File: config.mk
export PLATFORM = sky130hd
export DESIGN_NAME = id_ex_stage
export DESIGN_NICKNAME = d
export VERILOG_FILES = /design/src/rtl/mips_pkg.sv /design/src/rtl/fwd_unit.sv /design/src/rtl/id_ex_stage.sv
export SDC_FILE = /design/constraint.sdc
export NUM_CORES = 1
export LEC_CHECK = 0
export ABC_CLOCK_PERIOD_IN_PS = 3100
export CAP_MARGIN = 30
export CELL_PAD_IN_SITES_DETAIL_PLACEMENT = 1
export CELL_PAD_IN_SITES_GLOBAL_PLACEMENT = 1
export CORE_AREA = 2 2 179 181
export CTS_BUF_LIST = sky130_fd_sc_hd__clkbuf_8
export CTS_CLUSTER_SIZE = 12
export DETAILED_ROUTE_END_ITERATION = 8
export DIE_AREA = 0 0 181 183
export MAX_ROUTING_LAYER = met4
export PLACE_DENSITY_LB_ADDON = 0.1
export SETUP_SLACK_MARGIN = 0.2
export SLEW_MARGIN = 20
export SYNTH_ARGS = -nofsm -noshare
export SYNTH_HDL_FRONTEND = slang
export SYNTH_SLANG_ARGS = --single-unit
File: constraint.sdc
create_clock -name clk -period 3.1 [get_ports clk]
set_clock_uncertainty 0.1 [all_clocks]
set_input_delay 0.775 -clock clk [delete_from_list [all_inputs] [get_ports clk]]
set_output_delay 0.775 -clock clk [all_outputs]
set_load 0.03 [all_outputs]
File: src/rtl/mips_pkg.sv
// Shared MIPS encodings: opcodes, funct codes and ALUOp values.
// Pure definitions, no logic or latency.
// Imported by the ID/EX stage and its forwarding sub-unit.
package mips_pkg;

   localparam logic [5:0] OP_RTYPE = 6'b000000;
   localparam logic [5:0] OP_LW    = 6'b100011;
   localparam logic [5:0] OP_SW    = 6'b101011;
   localparam logic [5:0] OP_ADDI  = 6'b001000;
   localparam logic [5:0] OP_ANDI  = 6'b001100;
   localparam logic [5:0] OP_ORI   = 6'b001101;
   localparam logic [5:0] OP_XORI  = 6'b001110;
   localparam logic [5:0] OP_SLTI  = 6'b001010;

   localparam logic [5:0] FN_ADD   = 6'b100000;
   localparam logic [5:0] FN_SUB   = 6'b100010;
   localparam logic [5:0] FN_AND   = 6'b100100;
   localparam logic [5:0] FN_OR    = 6'b100101;
   localparam logic [5:0] FN_XOR   = 6'b100110;
   localparam logic [5:0] FN_NOR   = 6'b100111;
   localparam logic [5:0] FN_SLT   = 6'b101010;
   localparam logic [5:0] FN_SLL   = 6'b000000;
   localparam logic [5:0] FN_SRL   = 6'b000010;
   localparam logic [5:0] FN_SRA   = 6'b000011;

   typedef enum logic [1:0] {
      ALUOP_NONE = 2'b00,
      ALUOP_I    = 2'b01,
      ALUOP_R    = 2'b10
   } aluop_e;

   // Shift-by-shamt instructions take the shifted value from rt, not rs.
   function automatic logic is_shamt_shift(input logic [1:0] aluop, input logic [5:0] funct);
      return (aluop == ALUOP_R) &&
             ((funct == FN_SLL) || (funct == FN_SRL) || (funct == FN_SRA));
   endfunction

endpackage

File: src/rtl/fwd_unit.sv
// Operand bypass mux: picks EX/MEM, then MEM/WB, then the stored register value.
// Purely combinational, zero latency.
// No flow control; register 0 never bypasses so it always reads as stored (zero).
module fwd_unit #(
   parameter int DW = 32,
   parameter int RW = 5
) (
   input  logic [RW-1:0] i_src_idx,
   input  logic [DW-1:0] i_stored_dat,
   input  logic          i_exmem_regwrite,
   input  logic [RW-1:0] i_exmem_rd,
   input  logic [DW-1:0] i_exmem_result,
   input  logic          i_memwb_regwrite,
   input  logic [RW-1:0] i_memwb_rd,
   input  logic [DW-1:0] i_memwb_result,
   output logic [DW-1:0] o_fwd_dat
);

   // Youngest producer wins; index 0 is hard-wired and never forwarded.
   always_comb begin
      o_fwd_dat = i_stored_dat;
      if (i_src_idx != '0) begin
         if (i_exmem_regwrite && (i_exmem_rd == i_src_idx))
            o_fwd_dat = i_exmem_result;
         else if (i_memwb_regwrite && (i_memwb_rd == i_src_idx))
            o_fwd_dat = i_memwb_result;
      end
   end

endmodule

File: src/rtl/id_ex_stage.sv
// ID/EX pipeline register with operand forwarding and load-use bubble insertion.
// One cycle ID->EX registers; ALU operands, store data and load_use_o are combinational.
// stall_i holds EX (refreshing forwarded data); flush_i or a load-use hazard loads a bubble.
module id_ex_stage
   import mips_pkg::*;
#(
   parameter int DW = 32,
   parameter int RW = 5
) (
   input  logic          clk,
   input  logic          rst,
   input  logic          stall_i,
   input  logic          flush_i,
   input  logic          id_valid,
   input  logic [DW-1:0] id_rs_data,
   input  logic [DW-1:0] id_rt_data,
   input  logic [DW-1:0] id_imm,
   input  logic [4:0]    id_shamt,
   input  logic [RW-1:0] id_rs,
   input  logic [RW-1:0] id_rt,
   input  logic [RW-1:0] id_rd,
   input  logic [5:0]    id_opcode,
   input  logic [5:0]    id_funct,
   input  logic [1:0]    id_aluop,
   input  logic          id_alusrc,
   input  logic          id_regdst,
   input  logic          id_regwrite,
   input  logic          id_memread,
   input  logic          id_memwrite,
   input  logic          id_memtoreg,
   input  logic          exmem_regwrite,
   input  logic [RW-1:0] exmem_rd,
   input  logic [DW-1:0] exmem_result,
   input  logic          memwb_regwrite,
   input  logic [RW-1:0] memwb_rd,
   input  logic [DW-1:0] memwb_result,
   output logic          load_use_o,
   output logic          ex_valid,
   output logic [5:0]    ex_opcode,
   output logic [5:0]    ex_funct,
   output logic [1:0]    ex_aluop,
   output logic [DW-1:0] alu_x,
   output logic [DW-1:0] alu_y,
   output logic [DW-1:0] ex_store_data,
   output logic [RW-1:0] ex_dest,
   output logic          ex_regwrite,
   output logic          ex_memread,
   output logic          ex_memwrite,
   output logic          ex_memtoreg
);

   logic          r_valid;
   logic [DW-1:0] r_rs_data;
   logic [DW-1:0] r_rt_data;
   logic [DW-1:0] r_imm;
   logic [4:0]    r_shamt;
   logic [RW-1:0] r_rs;
   logic [RW-1:0] r_rt;
   logic [RW-1:0] r_dest;
   logic [5:0]    r_opcode;
   logic [5:0]    r_funct;
   logic [1:0]    r_aluop;
   logic          r_alusrc;
   logic          r_regwrite;
   logic          r_memread;
   logic          r_memwrite;
   logic          r_memtoreg;

   logic [DW-1:0] w_fwd_rs;
   logic [DW-1:0] w_fwd_rt;
   logic          w_load_use;

   fwd_unit #(.DW(DW), .RW(RW)) u_fwd_rs (
      .i_src_idx        (r_rs),
      .i_stored_dat     (r_rs_data),
      .i_exmem_regwrite (exmem_regwrite),
      .i_exmem_rd       (exmem_rd),
      .i_exmem_result   (exmem_result),
      .i_memwb_regwrite (memwb_regwrite),
      .i_memwb_rd       (memwb_rd),
      .i_memwb_result   (memwb_result),
      .o_fwd_dat        (w_fwd_rs)
   );

   fwd_unit #(.DW(DW), .RW(RW)) u_fwd_rt (
      .i_src_idx        (r_rt),
      .i_stored_dat     (r_rt_data),
      .i_exmem_regwrite (exmem_regwrite),
      .i_exmem_rd       (exmem_rd),
      .i_exmem_result   (exmem_result),
      .i_memwb_regwrite (memwb_regwrite),
      .i_memwb_rd       (memwb_rd),
      .i_memwb_result   (memwb_result),
      .o_fwd_dat        (w_fwd_rt)
   );

   // A load in EX whose destination is read by the instruction in ID cannot be bypassed in time.
   assign w_load_use = !flush_i && id_valid && r_valid && r_memread && (r_dest != '0) &&
                       ((r_dest == id_rs) || (r_dest == id_rt));
   assign load_use_o = w_load_use;

   // Shifts operate on rt by the immediate shift amount; everything else is rs op (imm|rt).
   always_comb begin
      alu_x = w_fwd_rs;
      alu_y = r_alusrc ? r_imm : w_fwd_rt;
      if (is_shamt_shift(r_aluop, r_funct)) begin
         alu_x = w_fwd_rt;
         alu_y = {{(DW-5){1'b0}}, r_shamt};
      end
   end

   assign ex_store_data = w_fwd_rt;
   assign ex_valid      = r_valid;
   assign ex_opcode     = r_opcode;
   assign ex_funct      = r_funct;
   assign ex_aluop      = r_aluop;
   assign ex_dest       = r_dest;
   assign ex_regwrite   = r_regwrite;
   assign ex_memread    = r_memread;
   assign ex_memwrite   = r_memwrite;
   assign ex_memtoreg   = r_memtoreg;

   // EX register update: reset > flush/load-use bubble > stall (refresh bypassed data) > load.
   always_ff @(posedge clk) begin
      if (rst) begin
         r_valid    <= 1'b0;
         r_rs_data  <= '0;
         r_rt_data  <= '0;
         r_imm      <= '0;
         r_shamt    <= '0;
         r_rs       <= '0;
         r_rt       <= '0;
         r_dest     <= '0;
         r_opcode   <= '0;
         r_funct    <= '0;
         r_aluop    <= ALUOP_NONE;
         r_alusrc   <= 1'b0;
         r_regwrite <= 1'b0;
         r_memread  <= 1'b0;
         r_memwrite <= 1'b0;
         r_memtoreg <= 1'b0;
      end else if (flush_i || w_load_use) begin
         // Data fields are left as-is: a bubble has no side effects regardless of operands.
         r_valid    <= 1'b0;
         r_aluop    <= ALUOP_NONE;
         r_alusrc   <= 1'b0;
         r_regwrite <= 1'b0;
         r_memread  <= 1'b0;
         r_memwrite <= 1'b0;
         r_memtoreg <= 1'b0;
      end else if (stall_i) begin
         // Capture bypassed values so a result retiring from MEM/WB mid-stall is not lost.
         r_rs_data  <= w_fwd_rs;
         r_rt_data  <= w_fwd_rt;
      end else begin
         r_valid    <= id_valid;
         r_rs_data  <= id_rs_data;
         r_rt_data  <= id_rt_data;
         r_imm      <= id_imm;
         r_shamt    <= id_shamt;
         r_rs       <= id_rs;
         r_rt       <= id_rt;
         r_dest     <= id_regdst ? id_rd : id_rt;
         r_opcode   <= id_opcode;
         r_funct    <= id_funct;
         r_aluop    <= id_aluop;
         r_alusrc   <= id_alusrc;
         r_regwrite <= id_regwrite;
         r_memread  <= id_memread;
         r_memwrite <= id_memwrite;
         r_memtoreg <= id_memtoreg;
      end
   end

endmodule

==> flow_summary_export.csv <==
group,metric,value,unit
layout,final_common_cell,"clkdlybuf4s50_1",
cts,cts_tree,"done",
min_path,hold_path_class,"flip-flop to flip-flop",
placement,place_area,0.0151,mm^2
routing,vias,11459,
die,dieWidth,181,um
outcome,violations,"setup timing",
layout,nNetsFinal,1827,
sta,setup_slack,-571,ps
routing,antenna_left,0,
routing,first_pass_iters,5,
layout,postLayoutCoreUtil,55.7,%
global_route,grt_max_degree,49,
logic_synthesis,syn_area,0.00927,mm^2
global_route,grt_pass1_wl,74200,um
logic_synthesis,yosys.area.top_type,"dfxtp_1",
logic_synthesis,synth_ff_type,"dfxtp_1",
sta,report.final.slew_viol_count,0,
critical_path,end_kind,"output pin",
logic_synthesis,synth-async-reset-ratio,0,%
routing,drcViolationCount,0,
critical_path,crit_required,2220,ps
sta,final_hold_viol_count,0,
global_route,antenna_found_initial,9,
die,io_pins,338,
logic_synthesis,synthCells,1119,
sta,final.period_utilization,118,%
placement,gp_congestion,0.852,
cts,cts_buffers,17,
die,die_h,183,um
critical_path,critical_path_class,"flip-flop to output pin",
sta,max_freq,0.272,GHz
layout,layout-drive-gt1-share,41.2,%
routing,totalWireLength,49600,um
cts,clkSinkCount,136,
critical_path,reg2reg_slack,530,ps
layout,final_cell_count_no_fill,2033,
cts,path_clk_slew,90,ps
logic_synthesis,ys_ff_latch,136,
layout,mostFrequentLayoutCells,"clkdlybuf4s50_1 (216), buf_4 (161), buf_6 (152)",
die,design.core.area,0.0312,mm^2
logic_synthesis,syn_avg_cell_area,8.28,um^2
sta,period_needed,3670,ps
die,start_util,29.7,%
cts,cts_root_buf,"clkbuf_8",
logic_synthesis,ys_top_cells_by_area,"dfxtp_1 (29%), o21ai_0 (5.8%), a21oi_1 (5.5%)",
power,vdd_drop_max,0.235,mV
outcome,status,"complete, but fails checks",
critical_path,crit_path_max_fanout,7,
routing,wire_per_inst,24.4,um
cts,h-tree-depth,4,
global_route,grt_pass1_vias,12217,
die,dieArea,0.0331,mm^2
cts,hold_buffers,0,
power,p_per_area,331,mW/mm^2
sta,rsz0062_at_grt,"yes",
critical_path,cp.arrival,2800,ps
routing,dr.first_iter.drc_count,638,
logic_synthesis,synth_top_area_share,29.4,%
sta,whs,377,ps
routing,avgViaCountPerCell,5.64,
logic_synthesis,ys_warn_count,0,
logic_synthesis,synth_edf_count,0,
logic_synthesis,synth_cell_types,69,
sta,tightest_slew,625,ps
placement,placedCellCount,1930,
placement,hpwlAfterDp,33600,um
critical_path,start_kind,"flip-flop",
cts,clock_path_buffers,2,
run,drv_cap,0,
sta,final-setup-viol-count,96,
global_route,grt_usage,30.1,%
global_route,overflow,0,
layout,area_growth_syn_to_layout,87.7,%
sta,relSlewSlack,58.3,%
die,row_count,65,
power,finalPower,5.77,mW
cts,clkLatencyLatePin,470,ps
power,p_leak,6.62,nW
logic_synthesis,syn_nets,1336,
placement,io_buffers,337,
layout,fin_area,0.0174,mm^2
logic_synthesis,synth_seq_area_share,29.4,%
## report_power, final
group / total (mW) / switching [mW] / internal (mW)
clock: 1.59 / 0.862 / 0.731
combinational: 2.24 / 1.13 / 1.11
sequential: 1.93 / 0.0899 / 1.84
## path summary, 6_finish.rpt
path,startpoint,to,depth (start not counted)
worst max-delay path,r_rt[1],alu_x[8],12
worst min-delay path,r_imm[0],r_imm[0],2
worst max register to register,r_rs[1],r_rs_data[30],9
worst min register to register,r_imm[0],r_imm[0],2
## cell usage after synthesis (13+ instances only)
cell type  number
dfxtp_1       136
nand2_1       108
o21ai_0       107
a21oi_1       102
clkbuf_1       82
nor2_1         55
nand3_1        48
or4b_1         32
o211ai_2       30
mux2i_1        29
or3_1          26
buf_2          24
inv_1          23
xor2_1         21
o21ba_2        19
nand4_1        18
a2bb2oi_1      17
a221oi_1       16
o221a_1        15
a221oi_2       14
o22ai_1        14
o32ai_1        13
## cell type report
cell class / count / area [um^2]
Sequential cell: 136 / 2740
Multi-Input combinational cell: 838 / 7440
Timing Repair Buffer: 593 / 6190
Tap cell: 402 / 503
Clock buffer: 17 / 234
Fill cell: 3459 / 13800
Clock inverter: 15 / 166
Inverter: 24 / 100
Antenna cell: 8 / 20.0
## metal layers
metal | track usage [%] | wire, um | vias to the layer above
li1 | - | - | 5231
met1 | 35.9 | 20700 | 5697
met2 | 48.6 | 23800 | 445
met3 | 7.33 | 3450 | 86
met4 | 12.8 | 1650 | 0
met5 | - | 0 | -
## sequential cells by signal (all words and copies together), names as in the netlist, 2 cells and up
| signal | cells |
|---|---|
| r_imm | 32 |
| r_rs_data | 32 |
| r_rt_data | 32 |
| ex_funct | 6 |
| ex_opcode | 6 |
| ex_dest | 5 |
| r_rs | 5 |
| r_rt | 5 |
| r_shamt | 5 |
| ex_aluop | 2 |
## metrics by stage
stage | TNS (ps) | setup slack (ps)
6_report | -47690 | -571
3_5_place_dp | -113560 | -1160
3_3_place_gp | -109430 | -1140
4_1_cts | -46990 | -593
2_1_floorplan | -7930 | -172
5_1_grt | -56090 | -678
## kinds of logic (layout without fill, tap and decap cells)
logic type	after synthesis	in the layout	synth area share (%)
AO/OA/AOI/OAI	439	440	37.3
XOR/XNOR	30	30	2.83
buffers and inverters	146	649	6.96
flip-flops	136	136	29.4
multiplexers	41	41	4.59
other	0	8	0
AND/OR/NAND/NOR	327	327	19.0
## critical path, stage by stage, from the launching register on
cell and delay (ps):
dfxtp_4 370, buf_6 130, xor2_4 150, nor3_4 220, buf_4 150, o2111ai_4 150
buf_6 180, buf_12 140, buf_6 130, o22ai_4 170, a2bb2oi_4 100, mux2_4 280
buf_6 140
## timing repair
action / CTS / global route
buffers inserted: 42 / 13
setup endpoints to repair: 121 / 111
gates cloned: 8 / 0
pin swaps: 62 / 13
gates resized for setup: 316 / 41
Power figures use the tool's default switching activity.
